### src/rtl/zxdos_ioctl_pkg.sv
// Types and helpers shared by the boot-data to ioctl bridge and its consumers.
package zxdos_ioctl_pkg;

  typedef enum logic [2:0] {
    IDLE,
    FETCH,
    BEAT,
    GAP,
    DONE,
    DRAIN
  } state_t;

  localparam logic [2:0] FT_ROM = 3'd0;
  localparam logic [2:0] FT_P   = 3'd1;
  localparam logic [2:0] FT_O   = 3'd2;

  // Bytes carried by one ioctl beat for a given dout MSB index.
  function automatic int bpb(input int dw);
    return (dw + 1) / 8;
  endfunction

endpackage

### src/rtl/bootdata_ioctl_bridge_if.sv
// Host boot-data handshake plus ioctl download bus; slave is the bridge view.
interface bootdata_ioctl_bridge_if #(
  parameter int DW     = 7,
  parameter int SIZE_W = 16,
  parameter int ADDR_W = 27
);
  logic [31:0]       host_bootdata;
  logic              host_bootdata_req;
  logic              host_bootdata_ack;
  logic              host_bootdata_download;
  logic [SIZE_W-1:0] host_bootdata_size;
  logic [2:0]        host_file_type;
  logic              ioctl_download;
  logic [15:0]       ioctl_index;
  logic              ioctl_wr;
  logic [ADDR_W-1:0] ioctl_addr;
  logic [DW:0]       ioctl_dout;
  logic              ioctl_wait;

  modport master (
    output host_bootdata, host_bootdata_req, host_bootdata_download,
           host_bootdata_size, host_file_type, ioctl_wait,
    input  host_bootdata_ack, ioctl_download, ioctl_index, ioctl_wr,
           ioctl_addr, ioctl_dout
  );

  modport slave (
    input  host_bootdata, host_bootdata_req, host_bootdata_download,
           host_bootdata_size, host_file_type, ioctl_wait,
    output host_bootdata_ack, ioctl_download, ioctl_index, ioctl_wr,
           ioctl_addr, ioctl_dout
  );
endinterface

### src/rtl/bootdata_ioctl_bridge.sv
// Splits 32-bit boot words into 8/16-bit ioctl beats, truncated at file size; ack 1 cycle after req.
// ioctl_wait stalls the pending beat; WR_GAP idle cycles follow every write strobe.
module bootdata_ioctl_bridge
  import zxdos_ioctl_pkg::*;
#(
  parameter int DW         = 7,
  parameter int WR_GAP     = 3,
  parameter int SIZE_W     = 16,
  parameter int ADDR_W     = 27,
  parameter int INDEX_BASE = 0
) (
  input logic clk_sys,
  input logic reset,
  bootdata_ioctl_bridge_if.slave bus
);

  localparam int                BPB       = bpb(DW);
  localparam logic [1:0]        LAST_BEAT = 2'(4 / BPB - 1);
  localparam logic [ADDR_W-1:0] ADDR_STEP = ADDR_W'(BPB);
  localparam logic [SIZE_W-1:0] SIZE_STEP = SIZE_W'(BPB);
  localparam logic [3:0]        GAP_LOAD  = 4'((WR_GAP > 0) ? WR_GAP - 1 : 0);

  state_t            state_q, state_d;
  logic [31:0]       word_q, word_d;
  logic [1:0]        beat_q, beat_d;
  logic              word_done_q, word_done_d;
  logic [SIZE_W-1:0] rem_q, rem_d;
  logic [3:0]        gap_q, gap_d;
  logic [ADDR_W-1:0] next_addr_q, next_addr_d;
  logic [ADDR_W-1:0] addr_q, addr_d;
  logic [DW:0]       dout_q, dout_d;
  logic              wr_q, wr_d;
  logic              ack_q, ack_d;
  logic              dl_q, dl_d;
  logic [15:0]       index_q, index_d;
  logic              dl_in_q;

  logic              dl_rise;
  logic [SIZE_W-1:0] take, rem_after;
  logic [DW:0]       beat_dat;

  assign dl_rise   = bus.host_bootdata_download & ~dl_in_q;
  assign take      = (rem_q < SIZE_STEP) ? rem_q : SIZE_STEP;
  assign rem_after = rem_q - take;

  // Bytes beyond the remaining count are zeroed so an odd tail leaves [7:0] clear.
  always_comb begin
    beat_dat = '0;
    for (int j = 0; j < BPB; j++) begin
      if (SIZE_W'(j) < rem_q)
        beat_dat[DW - 8*j -: 8] = word_q[31 - 8*(int'(beat_q)*BPB + j) -: 8];
    end
  end

  always_comb begin
    state_d     = state_q;
    word_d      = word_q;
    beat_d      = beat_q;
    word_done_d = word_done_q;
    rem_d       = rem_q;
    gap_d       = gap_q;
    next_addr_d = next_addr_q;
    addr_d      = addr_q;
    dout_d      = dout_q;
    wr_d        = 1'b0;
    ack_d       = 1'b0;
    dl_d        = dl_q;
    index_d     = index_q;

    case (state_q)
      IDLE: begin
        if (dl_rise) begin
          rem_d   = bus.host_bootdata_size;
          index_d = 16'(INDEX_BASE) + 16'(bus.host_file_type);
          if (bus.host_bootdata_size != '0) begin
            dl_d        = 1'b1;
            addr_d      = '0;
            next_addr_d = '0;
            state_d     = FETCH;
          end else begin
            state_d = DRAIN;
          end
        end
      end
      FETCH: begin
        if (!bus.host_bootdata_download) begin
          dl_d    = 1'b0;
          state_d = IDLE;
        end else if (bus.host_bootdata_req && !ack_q) begin
          word_d  = bus.host_bootdata;
          ack_d   = 1'b1;
          beat_d  = '0;
          state_d = BEAT;
        end
      end
      BEAT: begin
        if (!bus.host_bootdata_download) begin
          dl_d    = 1'b0;
          state_d = IDLE;
        end else if (!bus.ioctl_wait) begin
          dout_d      = beat_dat;
          addr_d      = next_addr_q;
          wr_d        = 1'b1;
          rem_d       = rem_after;
          beat_d      = beat_q + 2'd1;
          word_done_d = (beat_q == LAST_BEAT);
          // The last beat skips the gap so ioctl_download drops right after its strobe.
          if (rem_after == '0) begin
            state_d = DONE;
          end else if (WR_GAP == 0) begin
            next_addr_d = next_addr_q + ADDR_STEP;
            state_d     = (beat_q == LAST_BEAT) ? FETCH : BEAT;
          end else begin
            gap_d   = GAP_LOAD;
            state_d = GAP;
          end
        end
      end
      GAP: begin
        if (!bus.host_bootdata_download) begin
          dl_d    = 1'b0;
          state_d = IDLE;
        end else if (gap_q == '0) begin
          next_addr_d = next_addr_q + ADDR_STEP;
          state_d     = word_done_q ? FETCH : BEAT;
        end else begin
          gap_d = gap_q - 4'd1;
        end
      end
      DONE: begin
        dl_d    = 1'b0;
        state_d = bus.host_bootdata_download ? DRAIN : IDLE;
      end
      DRAIN: begin
        if (!bus.host_bootdata_download)
          state_d = IDLE;
        else if (bus.host_bootdata_req && !ack_q)
          ack_d = 1'b1;
      end
      default: state_d = IDLE;
    endcase
  end

  // dl_in_q follows download through reset so only a fresh rising edge starts a file.
  always_ff @(posedge clk_sys) begin
    dl_in_q <= bus.host_bootdata_download;
    if (reset) begin
      state_q     <= IDLE;
      word_q      <= '0;
      beat_q      <= '0;
      word_done_q <= 1'b0;
      rem_q       <= '0;
      gap_q       <= '0;
      next_addr_q <= '0;
      addr_q      <= '0;
      dout_q      <= '0;
      wr_q        <= 1'b0;
      ack_q       <= 1'b0;
      dl_q        <= 1'b0;
      index_q     <= 16'(INDEX_BASE);
    end else begin
      state_q     <= state_d;
      word_q      <= word_d;
      beat_q      <= beat_d;
      word_done_q <= word_done_d;
      rem_q       <= rem_d;
      gap_q       <= gap_d;
      next_addr_q <= next_addr_d;
      addr_q      <= addr_d;
      dout_q      <= dout_d;
      wr_q        <= wr_d;
      ack_q       <= ack_d;
      dl_q        <= dl_d;
      index_q     <= index_d;
    end
  end

  assign bus.host_bootdata_ack = ack_q;
  assign bus.ioctl_download    = dl_q;
  assign bus.ioctl_index       = index_q;
  assign bus.ioctl_wr          = wr_q;
  assign bus.ioctl_addr        = addr_q;
  assign bus.ioctl_dout        = dout_q;

endmodule

### src/flat_wrapper.sv
// flat-port wrapper written by rule: the top's interface ports become plain ports
module bootdata_ioctl_bridge_flat import zxdos_ioctl_pkg::*;
#(
  parameter int DW         = 7,
  parameter int WR_GAP     = 3,
  parameter int SIZE_W     = 16,
  parameter int ADDR_W     = 27,
  parameter int INDEX_BASE = 0
)
  (clk_sys, reset, bus_host_bootdata, bus_host_bootdata_req, bus_host_bootdata_download, bus_host_bootdata_size, bus_host_file_type, bus_ioctl_wait, bus_host_bootdata_ack, bus_ioctl_download, bus_ioctl_index, bus_ioctl_wr, bus_ioctl_addr, bus_ioctl_dout);
  bootdata_ioctl_bridge_if #(.DW(DW), .SIZE_W(SIZE_W), .ADDR_W(ADDR_W)) bus_i ();
  input logic clk_sys;
  input logic reset;
  input wire logic [$bits(bus_i.host_bootdata)-1:0] bus_host_bootdata;
  input wire logic [$bits(bus_i.host_bootdata_req)-1:0] bus_host_bootdata_req;
  input wire logic [$bits(bus_i.host_bootdata_download)-1:0] bus_host_bootdata_download;
  input wire logic [$bits(bus_i.host_bootdata_size)-1:0] bus_host_bootdata_size;
  input wire logic [$bits(bus_i.host_file_type)-1:0] bus_host_file_type;
  input wire logic [$bits(bus_i.ioctl_wait)-1:0] bus_ioctl_wait;
  output wire logic [$bits(bus_i.host_bootdata_ack)-1:0] bus_host_bootdata_ack;
  output wire logic [$bits(bus_i.ioctl_download)-1:0] bus_ioctl_download;
  output wire logic [$bits(bus_i.ioctl_index)-1:0] bus_ioctl_index;
  output wire logic [$bits(bus_i.ioctl_wr)-1:0] bus_ioctl_wr;
  output wire logic [$bits(bus_i.ioctl_addr)-1:0] bus_ioctl_addr;
  output wire logic [$bits(bus_i.ioctl_dout)-1:0] bus_ioctl_dout;
  assign bus_i.host_bootdata = bus_host_bootdata;
  assign bus_i.host_bootdata_req = bus_host_bootdata_req;
  assign bus_i.host_bootdata_download = bus_host_bootdata_download;
  assign bus_i.host_bootdata_size = bus_host_bootdata_size;
  assign bus_i.host_file_type = bus_host_file_type;
  assign bus_i.ioctl_wait = bus_ioctl_wait;
  assign bus_host_bootdata_ack = bus_i.host_bootdata_ack;
  assign bus_ioctl_download = bus_i.ioctl_download;
  assign bus_ioctl_index = bus_i.ioctl_index;
  assign bus_ioctl_wr = bus_i.ioctl_wr;
  assign bus_ioctl_addr = bus_i.ioctl_addr;
  assign bus_ioctl_dout = bus_i.ioctl_dout;
  bootdata_ioctl_bridge #(.DW(DW), .WR_GAP(WR_GAP), .SIZE_W(SIZE_W), .ADDR_W(ADDR_W), .INDEX_BASE(INDEX_BASE)) u_core (.clk_sys(clk_sys), .reset(reset), .bus(bus_i));
endmodule
### config.mk
export PLATFORM = sky130hd
export DESIGN_NAME = bootdata_ioctl_bridge_flat
export DESIGN_NICKNAME = d
export VERILOG_FILES = /design/src/rtl/zxdos_ioctl_pkg.sv /design/src/rtl/bootdata_ioctl_bridge_if.sv /design/src/rtl/bootdata_ioctl_bridge.sv /design/src/flat_wrapper.sv
export SDC_FILE = /design/constraint.sdc
export NUM_CORES = 1
export LEC_CHECK = 0
export CELL_PAD_IN_SITES_DETAIL_PLACEMENT = 1
export CELL_PAD_IN_SITES_GLOBAL_PLACEMENT = 1
export CORE_UTILIZATION = 42
export CTS_CLUSTER_DIAMETER = 50
export DETAILED_ROUTE_END_ITERATION = 10
export PLACE_DENSITY_LB_ADDON = 0.1
export REMOVE_ABC_BUFFERS = 1
export SLEW_MARGIN = 20
export SYNTH_ARGS = -nofsm -noshare
export SYNTH_HDL_FRONTEND = slang
export SYNTH_SLANG_ARGS = --single-unit
### constraint.sdc
create_clock -name clk_sys -period 4.3 [get_ports clk_sys]
set_input_delay 1.075 -clock clk_sys [delete_from_list [all_inputs] [get_ports clk_sys]]
set_output_delay 1.075 -clock clk_sys [all_outputs]
set_load 0.02 [all_outputs]
==> run metrics <==
WHS=0.455 ns; vias in the first global route=5910; DIE WIDTH=123 um; NetSw=0.000812 W; antenna violations before repair=0; fraction of registers with async set/reset=0%; Setup TNS=0 ns; crit-path max FO=27; ys flop type=dfxtp_1; Max Buffers Root-to-Sink=2; vias=5772; CP startpoint kind=primary input; final global-route overflow total=0; # port buffers=96; postcts setup bufs=0; area grow syn2layout=25.2%; Final Hold Vio Count=0; CTS Buf Count=17; Final ANT Viol Nets=0; Filler cells=1668; synthesized area=6180 um^2; Hold Buf Count CTS=0; diodes inserted=0; peak supply drop=0.265 mV; Mapped Cells=752; number of synthesized flops with an enable pin=0; maximum clock rate=307 MHz; Min-Delay Path Class=reg -> reg; top-area cell type share of the netlist area=41.1%; routed len/inst=17.5 um; row cnt=43; most area-hungry cell type in the Yosys netlist=dfxtp_1; Post-Place Cells=984; Worst Path Required=4.64 ns; Final Max Tran Viols=0; total of max-cap violations=0; post-synth cell types=74; most frequent cell after synthesis=nand2_1; CTS tree=done; Clk Latency, worst-skew pair=0.42 ns; Ports=110; final WL=17.8 mm; initial core utilization=43.9%; Seq pwr share=40.6%; critical path start-end classification=in -> reg; first-pass GRT wire length=29.1 mm; layout cells sized above 1=8.85%; synth cell count leaders=nand2_1 (140), dfxtp_1 (127), a21oi_1 (87), nor2_1 (66); # resized after CTS=0; status=finished, final reports clean; Setup-failing EPs final=0; clock share of power=46.0%; sequential area share after synthesis=41.1%; Yosys warning count=0; Tot GR Track Use=24.8%; Core Region=14100 um^2; Final min period=3.25 ns; # clock sinks=127; pwr dens=396 nW/um^2; Initial DRC Count=250; Synth area leaders=dfxtp_1 (41%), nand2_1 (8.5%), a21oi_1 (7.0%); crit end category=flop; switch share=26.5%; Final HPWL DP=12.2 mm; CTS clk-pin slew, worst paths=0.06 ns; Cell Int Power=0.00225 W; GPL Wtd Cong=0.830; Die Y-Extent=123 um; Setup Skew=0.00723 ns; RSZ-0062 raised after global routing=no; Final nets=884; Comb power frac=13.4%; H-Tree Depth=4; pin count of the biggest net entering global routing=68; non-filler instance count after layout=1016; Worst Max-Slew Pin Slew=0.965 ns; Root Driver=clkbuf_16; via/cell ratio=5.68; period utilisation layout=75.7%; headroom to the max-slew limit=35.7%; PnR Total Power=0.00306 W; Pleak=2.68 nW; Synth Area per Inst=8.22 um^2; Worst Path Arrival=3.59 ns; drt pass-1 iters=4; die area=15200 um^2; DRC=0; synthesis-stage register bit count=127
-- state kept, by name (all words and copies together), names as in the netlist, 3 cells and up --
register,count
u_core.word_q,32
u_core.state_q,3
u_core.bus.ioctl_dout,8
u_core.next_addr_q,27
u_core.gap_q,4
u_core.bus.ioctl_addr,27
u_core.bus.ioctl_index,3
u_core.rem_q,16
-- per-stage QoR --
| stage | setup WS (ns) | util (%) | area (um^2) |
|---|---|---|---|
| 2_1_floorplan | 1.66 | - | 5910 |
| 3_3_place_gp | 0.775 | 50.8 | 7160 |
| 3_5_place_dp | 0.581 | 50.8 | 7160 |
| 4_1_cts | 0.989 | 54.9 | 7740 |
| 5_1_grt | 0.817 | 54.9 | 7740 |
| 6_report | 1.05 | 54.9 | 7740 |
-- power by group through the flow --
stage                     clock (W)  combinational, W  sequential [W]
after CTS                   0.00143          0.000410         0.00124
after floorplan                   0          0.000243         0.00126
final                       0.00141          0.000409         0.00124
after global placement            0          0.000391         0.00127
after global routing        0.00148          0.000446         0.00125
after detailed placement          0          0.000406         0.00127
-- routing by layer --
metal | up-vias | GRT usage (%) | routed length (um) | part of all wire [%]
li1 | 2762 | - | - | -
met1 | 2873 | 29.6 | 7760 | 44
met2 | 115 | 44.1 | 9120 | 51
met3 | 22 | 5.49 | 700 | 3.9
met4 | 0 | 7.38 | 231 | 1.3
met5 | - | 0 | 0 | 0
-- cell families after synthesis --
family                   Yosys count  synth area share, %
adder cells (fa/ha/maj)            5                 1.01
AO/OA/AOI/OAI                    172                 17.4
XOR/XNOR                          21                 3.10
buffers and inverters             76                 5.81
AND/OR/NAND/NOR                  338                 28.0
multiplexers                      12                 3.56
flip-flops                       127                 41.1
other                              1               0.0607
-- final timing paths --
kind / cells after the start / from / end / slack (ns)
worst max register to register: 11 / u_core.rem_q[10]$_SDFFE_PP0P_ / u_core.state_q[1]$_SDFFE_PP0P_ / 1.06
worst max-delay path: 7 / bus_host_bootdata_size[1] / u_core.bus.ioctl_addr[7]$_SDFFE_PP0P_ / 1.05
worst min register to register: 2 / u_core.bus.ioctl_addr[17]$_SDFFE_PP0P_ / u_core.bus.ioctl_addr[17]$_SDFFE_PP0P_ / 0.45
worst min-delay path: 2 / u_core.bus.ioctl_addr[17]$_SDFFE_PP0P_ / u_core.bus.ioctl_addr[17]$_SDFFE_PP0P_ / 0.45
-- placed cells by master (no fill, tap or decap), types with 6 or more instances in the layout --
cell | synthesis | routed
nand2_1 | 140 | 140
dfxtp_1 | 127 | 127
clkdlybuf4s50_1 | 0 | 95
a21oi_1 | 87 | 87
nor2_1 | 66 | 65
nand3_1 | 33 | 33
o21ai_0 | 19 | 19
clkbuf_16 | 0 | 17
a22oi_1 | 14 | 14
xnor2_1 | 14 | 14
conb_1 | 1 | 13
nor3_1 | 12 | 12
inv_1 | 11 | 11
buf_4 | 15 | 10
or3_1 | 8 | 8
mux4_2 | 8 | 8
nor4_1 | 8 | 8
and2_1 | 8 | 8
nor2b_1 | 7 | 7
and3_1 | 6 | 6
nand4b_1 | 6 | 6
o31ai_1 | 6 | 6
xor2_1 | 6 | 6
-- cell type report --
cell class                      count  area, um^2  share of cell area (%)
Clock inverter                     10         113                    1.45
Inverter                           11        41.3                   0.533
Clock buffer                       22         464                    6.00
Tap cell                          180         225                    2.91
Sequential cell                   127        2540                    32.8
Multi-Input combinational cell    561        3330                    43.0
Timing Repair Buffer              105        1030                    13.3
-- critical path, stage by stage --
cell and delay [ns]:
clkdlybuf4s50_1 0.42, nor4_1 0.42, nand4_1 0.26, nor2_1 0.29, a21o_1 0.81, nand2_1 0.15, a21oi_1 0.16
(Power assumes the default switching activity.)
